$ cat src/rtl/regfile_write_scheduler_if.sv
// Bundle of the producer handshakes, issue port, read-address mirrors and
// register-file write port shared by the write scheduler and its neighbours.
interface regfile_write_scheduler_if;
  logic        alu_valid;
  logic        alu_ready;
  logic [4:0]  alu_rd;
  logic [31:0] alu_value;
  logic        mem_valid;
  logic        mem_ready;
  logic [4:0]  mem_rd;
  logic [31:0] mem_value;
  logic        issue_valid;
  logic [4:0]  issue_rd;
  logic        issue_ready;
  logic [4:0]  read_address_1;
  logic [4:0]  read_address_2;
  logic        hazard_1;
  logic        hazard_2;
  logic [4:0]  write_address;
  logic [31:0] write_value;

  // Pipeline side: drives producer results, issue requests and read addresses
  modport master (
    output alu_valid, alu_rd, alu_value,
    output mem_valid, mem_rd, mem_value,
    output issue_valid, issue_rd,
    output read_address_1, read_address_2,
    input  alu_ready, mem_ready, issue_ready,
    input  hazard_1, hazard_2,
    input  write_address, write_value
  );

  // Scheduler side
  modport slave (
    input  alu_valid, alu_rd, alu_value,
    input  mem_valid, mem_rd, mem_value,
    input  issue_valid, issue_rd,
    input  read_address_1, read_address_2,
    output alu_ready, mem_ready, issue_ready,
    output hazard_1, hazard_2,
    output write_address, write_value
  );
endinterface

$ cat src/rtl/regfile_write_scheduler.sv
// Arbitrates the single register-file write port between the ALU result path
// (default priority) and the memory/long-latency return path (protected by an
// anti-starvation counter), and keeps a pending-write scoreboard that flags
// RAW hazards on both read ports and blocks WAW issues.
module regfile_write_scheduler #(
  parameter int MAX_WAIT = 4
) (
  input  logic clk,
  input  logic reset,
  regfile_write_scheduler_if.slave bus
);

  typedef enum logic [0:0] {ST_NORMAL, ST_FORCE} state_t;

  state_t      state_q, state_d;
  logic [3:0]  wait_cnt_q, wait_cnt_d;
  logic [31:1] pending_q, pending_d;

  logic [31:0] pend_full;
  logic        alu_grant, mem_grant;
  logic        mem_hs, mem_clear, issue_ok, issue_set;
  logic [4:0]  wr_addr;
  logic [31:0] wr_value;

  // Bit 0 is the hardwired zero register and never pending
  assign pend_full = {pending_q, 1'b0};

  // Grant selection, wait counter and FSM next state
  always_comb begin
    alu_grant  = 1'b0;
    mem_grant  = 1'b0;
    wr_addr    = 5'd0;
    wr_value   = 32'd0;
    state_d    = state_q;
    wait_cnt_d = wait_cnt_q;

    // A forced state without a mem request falls through to normal priority
    if (state_q == ST_FORCE && bus.mem_valid) begin
      mem_grant = 1'b1;
    end else if (bus.alu_valid) begin
      alu_grant = 1'b1;
    end else if (bus.mem_valid) begin
      mem_grant = 1'b1;
    end

    if (alu_grant) begin
      wr_addr  = bus.alu_rd;
      wr_value = bus.alu_value;
    end else if (mem_grant) begin
      wr_addr  = bus.mem_rd;
      wr_value = bus.mem_value;
    end

    if (bus.mem_valid && mem_grant) begin
      wait_cnt_d = 4'd0;
      state_d    = ST_NORMAL;
    end else if (bus.mem_valid) begin
      if (wait_cnt_q == 4'(MAX_WAIT - 1)) begin
        wait_cnt_d = 4'd0;
        state_d    = ST_FORCE;
      end else begin
        wait_cnt_d = wait_cnt_q + 4'd1;
      end
    end else begin
      state_d = ST_NORMAL;
    end
  end

  assign mem_hs    = bus.mem_valid && mem_grant;
  assign mem_clear = mem_hs && (bus.mem_rd != 5'd0);
  // A write retiring this cycle to the same rd frees the slot for the new issue
  assign issue_ok  = (bus.issue_rd == 5'd0) || !pend_full[bus.issue_rd] ||
                     (mem_hs && (bus.mem_rd == bus.issue_rd));
  assign issue_set = bus.issue_valid && issue_ok && !reset;

  // Per-register scoreboard update; set is applied after clear so it wins
  genvar gi;
  generate
    for (gi = 1; gi < 32; gi++) begin : g_pend
      assign pending_d[gi] = (issue_set && (bus.issue_rd == 5'(gi))) ||
                             (pending_q[gi] && !(mem_clear && (bus.mem_rd == 5'(gi))));
    end
  endgenerate

  // Outputs are forced quiet while reset is asserted
  always_comb begin
    bus.alu_ready     = 1'b0;
    bus.mem_ready     = 1'b0;
    bus.issue_ready   = 1'b0;
    bus.write_address = 5'd0;
    bus.write_value   = 32'd0;
    bus.hazard_1      = 1'b0;
    bus.hazard_2      = 1'b0;
    if (!reset) begin
      bus.alu_ready     = alu_grant;
      bus.mem_ready     = mem_grant;
      bus.issue_ready   = bus.issue_valid && issue_ok;
      bus.write_address = wr_addr;
      bus.write_value   = wr_value;
      bus.hazard_1      = (bus.read_address_1 != 5'd0) && pend_full[bus.read_address_1];
      bus.hazard_2      = (bus.read_address_2 != 5'd0) && pend_full[bus.read_address_2];
    end
  end

  // State register: FSM, starvation counter and scoreboard
  always_ff @(posedge clk) begin
    if (reset) begin
      state_q    <= ST_NORMAL;
      wait_cnt_q <= 4'd0;
      pending_q  <= '0;
    end else begin
      state_q    <= state_d;
      wait_cnt_q <= wait_cnt_d;
      pending_q  <= pending_d;
    end
  end

endmodule

$ cat src/flat_wrapper.sv
// flat-port wrapper written by rule: the top's interface ports become plain ports
module regfile_write_scheduler_flat 
#(
  parameter int MAX_WAIT = 4
)
  (clk, reset, bus_alu_valid, bus_alu_rd, bus_alu_value, bus_mem_valid, bus_mem_rd, bus_mem_value, bus_issue_valid, bus_issue_rd, bus_read_address_1, bus_read_address_2, bus_alu_ready, bus_mem_ready, bus_issue_ready, bus_hazard_1, bus_hazard_2, bus_write_address, bus_write_value);
  regfile_write_scheduler_if bus_i ();
  input  logic clk;
  input  logic reset;
  input wire logic [$bits(bus_i.alu_valid)-1:0] bus_alu_valid;
  input wire logic [$bits(bus_i.alu_rd)-1:0] bus_alu_rd;
  input wire logic [$bits(bus_i.alu_value)-1:0] bus_alu_value;
  input wire logic [$bits(bus_i.mem_valid)-1:0] bus_mem_valid;
  input wire logic [$bits(bus_i.mem_rd)-1:0] bus_mem_rd;
  input wire logic [$bits(bus_i.mem_value)-1:0] bus_mem_value;
  input wire logic [$bits(bus_i.issue_valid)-1:0] bus_issue_valid;
  input wire logic [$bits(bus_i.issue_rd)-1:0] bus_issue_rd;
  input wire logic [$bits(bus_i.read_address_1)-1:0] bus_read_address_1;
  input wire logic [$bits(bus_i.read_address_2)-1:0] bus_read_address_2;
  output wire logic [$bits(bus_i.alu_ready)-1:0] bus_alu_ready;
  output wire logic [$bits(bus_i.mem_ready)-1:0] bus_mem_ready;
  output wire logic [$bits(bus_i.issue_ready)-1:0] bus_issue_ready;
  output wire logic [$bits(bus_i.hazard_1)-1:0] bus_hazard_1;
  output wire logic [$bits(bus_i.hazard_2)-1:0] bus_hazard_2;
  output wire logic [$bits(bus_i.write_address)-1:0] bus_write_address;
  output wire logic [$bits(bus_i.write_value)-1:0] bus_write_value;
  assign bus_i.alu_valid = bus_alu_valid;
  assign bus_i.alu_rd = bus_alu_rd;
  assign bus_i.alu_value = bus_alu_value;
  assign bus_i.mem_valid = bus_mem_valid;
  assign bus_i.mem_rd = bus_mem_rd;
  assign bus_i.mem_value = bus_mem_value;
  assign bus_i.issue_valid = bus_issue_valid;
  assign bus_i.issue_rd = bus_issue_rd;
  assign bus_i.read_address_1 = bus_read_address_1;
  assign bus_i.read_address_2 = bus_read_address_2;
  assign bus_alu_ready = bus_i.alu_ready;
  assign bus_mem_ready = bus_i.mem_ready;
  assign bus_issue_ready = bus_i.issue_ready;
  assign bus_hazard_1 = bus_i.hazard_1;
  assign bus_hazard_2 = bus_i.hazard_2;
  assign bus_write_address = bus_i.write_address;
  assign bus_write_value = bus_i.write_value;
  regfile_write_scheduler #(.MAX_WAIT(MAX_WAIT)) u_core (.clk(clk), .reset(reset), .bus(bus_i));
endmodule
$ cat config.mk
export PLATFORM = sky130hd
export DESIGN_NAME = regfile_write_scheduler_flat
export DESIGN_NICKNAME = d
export VERILOG_FILES = /design/src/rtl/regfile_write_scheduler_if.sv /design/src/rtl/regfile_write_scheduler.sv /design/src/flat_wrapper.sv
export SDC_FILE = /design/constraint.sdc
export NUM_CORES = 1
export LEC_CHECK = 0
export ABC_CLOCK_PERIOD_IN_PS = 4850
export CAP_MARGIN = 10
export CELL_PAD_IN_SITES_DETAIL_PLACEMENT = 1
export CELL_PAD_IN_SITES_GLOBAL_PLACEMENT = 1
export CORE_MARGIN = 1
export CORE_UTILIZATION = 33
export DETAILED_ROUTE_END_ITERATION = 10
export GPL_ROUTABILITY_DRIVEN = 0
export PLACE_DENSITY_LB_ADDON = 0.1
export SYNTH_ARGS = -nofsm -noshare
export SYNTH_HDL_FRONTEND = slang
export SYNTH_SLANG_ARGS = --single-unit
export TNS_END_PERCENT = 1
$ cat constraint.sdc
create_clock -name clk -period 4.85 [get_ports clk]
set_input_delay 0.97 -clock clk [delete_from_list [all_inputs] [get_ports clk]]
set_output_delay 0.97 -clock clk [all_outputs]
set_load 0.005 [all_outputs]
Word-level counts from Yosys, hierarchy flattened
Cells that the tools add are included.

Flip-flop bits (word level): 36. Bits of input ports: 94. Output and inout port bits: 42. Logic and storage cells: 268.

Reductions and logical operators: 173. Eq/ne operators: 64. Magnitude comparators: 3. Bitwise logic cells: 1. Add/subtract/negate cells: 1. Multiplexer cells: 23.

Operators by type and width (number): 5-bit equality test, second input constant (32); 1-bit logical AND (101); 32-bit two-way mux (3); 5-bit by 4-bit equality test with 1-bit output, second input constant (16); 5-bit by 3-bit equality test with 1-bit output, second input constant (8); 1-bit logical NOT (33); 1-bit logical OR (33); 5-bit by 2-bit equality test with 1-bit output, second input constant (4); 5-bit by 6-bit less-than comparator with 1-bit output, second input constant (3); 1-bit binary-select mux with 5-bit select (3); 5-bit two-way mux (3); 5-bit nonzero test (3); 1-bit two-way mux (13); 5-bit by 1-bit equality test with 1-bit output, second input constant (2); 5-bit equality test (1); 5-bit logical NOT (1); 4-bit by 1-bit adder with 4-bit output, second input constant (1); 4-bit by 2-bit equality test with 1-bit output, second input constant (1); 4-bit two-way mux (1); 3-bit OR reduction (1); 2-bit OR reduction (1); 1-bit inverter (1).

Depth between registers and ports, before layout
Word-level depth: 10. Gate-level depth with buffers: 9. Mapped depth without buffers: 5.

Least setup slack after synthesis
No wires, ideal clock.

Path type: input to output. Start: in bus_read_address_1[0]. End: out bus_hazard_1. Buffers on the path: 1. Required time: 3.880 ns. Slack: 1.260 ns. Cell stages on the path: 4. Arrival: 2.620 ns. Cells stage by stage: clkbuf_1 > mux4_2 > mux4_2 > a22o_1.

Word-level cells in the longest chain between the ends: 4. Elaborated cells between the ends (all ways): 5. Those cells by class: mux (3); reduce/logical (2).

Ends and longest elaborated chain: start: declaration (line flat_wrapper.sv:18) `input wire logic [$bits(bus_i.read_address_1)-1:0] bus_read_address_1;`; 1-bit binary-select mux with 5-bit select (line regfile_write_scheduler.sv:100) `bus.hazard_1 = (bus.read_address_1 != 5'd0) && pend_full[bus.read_address_1];`; 1-bit two-way mux (implied by the code) (line regfile_write_scheduler.sv:100); 1-bit logical AND * (line regfile_write_scheduler.sv:100); 1-bit two-way mux * (line regfile_write_scheduler.sv:94) `if (!reset) begin`; end: declaration (line flat_wrapper.sv:23) `output wire logic [$bits(bus_i.hazard_1)-1:0] bus_hazard_1;`.

Mark *: on every way between the ends. The rest lies on a longest branch, timed or not. The select of a mux whose other input is x is not followed.

Worst setup path in the final report
Same ends and word-level chain as after synthesis.

==> flow_summary.ini <==
[routing]
vias = 3354
firstDrtPassIters = 7
via_per_inst = 5.94
drtIter0Drc = 182
drc = 3
ant_nets = 0
drt_wl_total_um = 12700
wl_per_cell_um = 22.5

[synth]
async_flop_share_pct = 0
synth_xor_area_share_pct = 1.73
syn_inst = 333
ys_ff_latch = 36
synth_cell_type_count = 45
synthesis.nets = 428
synth_seq_area_share_pct = 23.7
synth_compound_area_share_pct = 27.3
yosys.area_share.simple_pct = 20.4
ys_warn_count = 0
synth_fa_ha_area_share_pct = 0.412
avgSynthCellArea_um2 = 9.12
synth_top_family_by_area = compound AO/OA/AOI/OAI gates
synth_edf_count = 0
synthMuxAreaShare_pct = 20.9
synth_flop_cell = dfxtp_1
syn_area_mm2 = 0.00304

[pwr]
netSwitchingPower_uw = 226
p_comb_share_pct = 30.8
switching_share_pct = 29.0
clock_power_share_pct = 30.6
p_leak_uw = 0.00162
seqPwrFrac_pct = 38.6
irDropWorstVdd_v = 0.000124
p_int_uw = 554
cellPowerDensity_mw_per_mm2 = 171

[die]
die_h_um = 97.9
pin_count = 136
num_rows = 34
initial_core_util_pct = 34.5
die_area_mm2 = 0.00959
core_area_mm2 = 0.00881
die_width_um = 97.9

[placement]
io_buffer_count = 135
hpwlAfterDp_um = 9990

[final_layout]
regArea_um2 = 721
nFillCells = 1046
area_delta_synth_final_pct = 50.4
final_nets = 551
multiInputGateArea_mm2 = 0.00217
final_common_cell = clkdlybuf4s50_1
drive_gt1_share_pct = 11.6
antenna_cells = 0
final_cell_mix = clkdlybuf4s50_1, a22o_1, nor2b_1, dfxtp_1, o21ai_0
finish.utilization_pct = 51.9

[worst_setup_path]
cp-startpoint = bus_read_address_1[0]
path_depth = 5
cp-end-kind = output port
cp.required_ps = 3880
max_stage_delay_ps = 790
cp-start-kind = input pin
crit-reg2reg-launch = u_core.pending_q[9]
rrSetupSlack_ps = 2790
endpoint = bus_hazard_1
worstPathMaxFanout = 9
cp_top_family = buffers and inverters
critPathBufInv = 2
rr_endpoint = u_core.pending_q[12]
rr_worst_depth = 5
worstSetupPathType = input pin to output port
worstPathArrival_ps = 3500
cp_cell_sequence = clkdlybuf4s50_1, mux4_2, mux4_2, a22o_1, clkdlybuf4s50_1
slowest_stage = clkdlybuf4s50_1

[clock_network]
clk_pin_slew_worst_paths_ps = 80
clock_latency_ps = 300
clockBufferDepth = 2
numCtsBuffers = 5
cts.sinks = 36
cts_resized = 0
cts-root-buf = clkbuf_8
post_cts_buffers = 0
cts_tree = built
ctsHtreeMaxLevel = 2
cts_hold_buf = 0

[global_routing]
grt_max_degree = 43
use_met3_pct = 6.51
antenna_found_initial = 0
grtUsageMet2_pct = 48.2
first_global_vias = 3588
grtUsageMet1_pct = 31.9
grt_pass1_wl_um = 19900
overflow = 0
top_usage_layer = met2
grtUsageTotal_pct = 26.9

[flow_run]
maxCapViolations = 0

[timing]
rsz0062_at_grt = no
timing.final.hold_violations = 0
setup-violations-final = 0
whs_ps = 477
layout_min_cycle_time_ps = 4470
fin_crit_sh_pct = 92.1
drv_slew = 0
clock_skew_ps = 11.8
worst_pin_slew_ps = 787
slew_headroom_pct = 47.0
fmax_mhz = 224
tns_ps = 0

[hold_path]
hold_path.class = flip-flop to flip-flop

[outcome]
violations = design-rule violations
outcome = finished with violations
-- cells by family after synthesis --
family / count (synthesis)
buffers and inverters: 34
adder cells (fa/ha/maj): 1
AO/OA/AOI/OAI: 111
multiplexers: 33
XOR/XNOR: 6
flip-flops: 36
AND/OR/NAND/NOR: 112
-- worst reg2reg max path, stage by stage, from the launching register on --
cell	delay [ps]
dfxtp_1	380
mux4_1	530
o21bai_1	140
o211ai_1	110
and2_1	440
o31ai_1	370
-- registers in the layout (all words and copies together) (netlist names) --
signal	cells
u_core.wait_cnt_q	4
u_core.pending_q	31
u_core.state_q	1
-- cell usage after synthesis (all sizes together) (7+ instances only) --
cell	n	area share [%]
a22o	38	11
dfxtp	36	24
nor2b	36	7.4
o21ai	30	4.9
o31ai	24	5.9
clkbuf	22	2.7
mux4	22	17
nand2	20	2.5
nand3	12	2.0
nor2	10	1.2
buf	8	2.3
mux2	8	3.1
nand3b	7	1.7
-- metal layers --
metal | vias up | wire, µm
met1 | 1623 | 4920
met2 | 167 | 6500
li1 | 1542 | -
met3 | 22 | 1040
met4 | 0 | 246
met5 | - | 0
-- power groups by stage --
stage               clock [µW]  sequential [µW]  combinational (µW)
finish                     239              301                 240
global route               256              302                 256
CTS                        239              301                 241
detailed placement           0              308                 240
global placement             0              308                 237
floorplan                    0              306                94.3
-- layout make-up --
class,count,share of cell area (%)
Inverter,4,0.329
Tap cell,108,2.96
Clock buffer,6,1.81
Sequential cell,36,15.8
Multi-Input combinational cell,263,47.4
Timing Repair Buffer,146,31.4
Clock inverter,2,0.301
-- metrics by stage --
stage               instance area (µm²)  setup slack (ps)  std cells  power, µW
floorplan                          3040              1260        333        401
global placement                   4470               436        557        545
detailed placement                 4470               357        557        548
CTS                                4570               350        565        782
global route                       4570               266        565        814
finish                             4570               382        565        781
-- worst min path at each step --
stage                         startpoint        endpoint  slack (ps)  cells after the start
global route        u_core.wait_cnt_q[3]  u_core.state_q         490                      1
floorplan           u_core.wait_cnt_q[3]  u_core.state_q         420                      1
global placement    u_core.wait_cnt_q[3]  u_core.state_q         450                      1
detailed placement  u_core.wait_cnt_q[3]  u_core.state_q         450                      1
finish              u_core.wait_cnt_q[3]  u_core.state_q         480                      1
CTS                 u_core.wait_cnt_q[3]  u_core.state_q         470                      1
No activity file was read; power rests on OpenSTA's default activity.
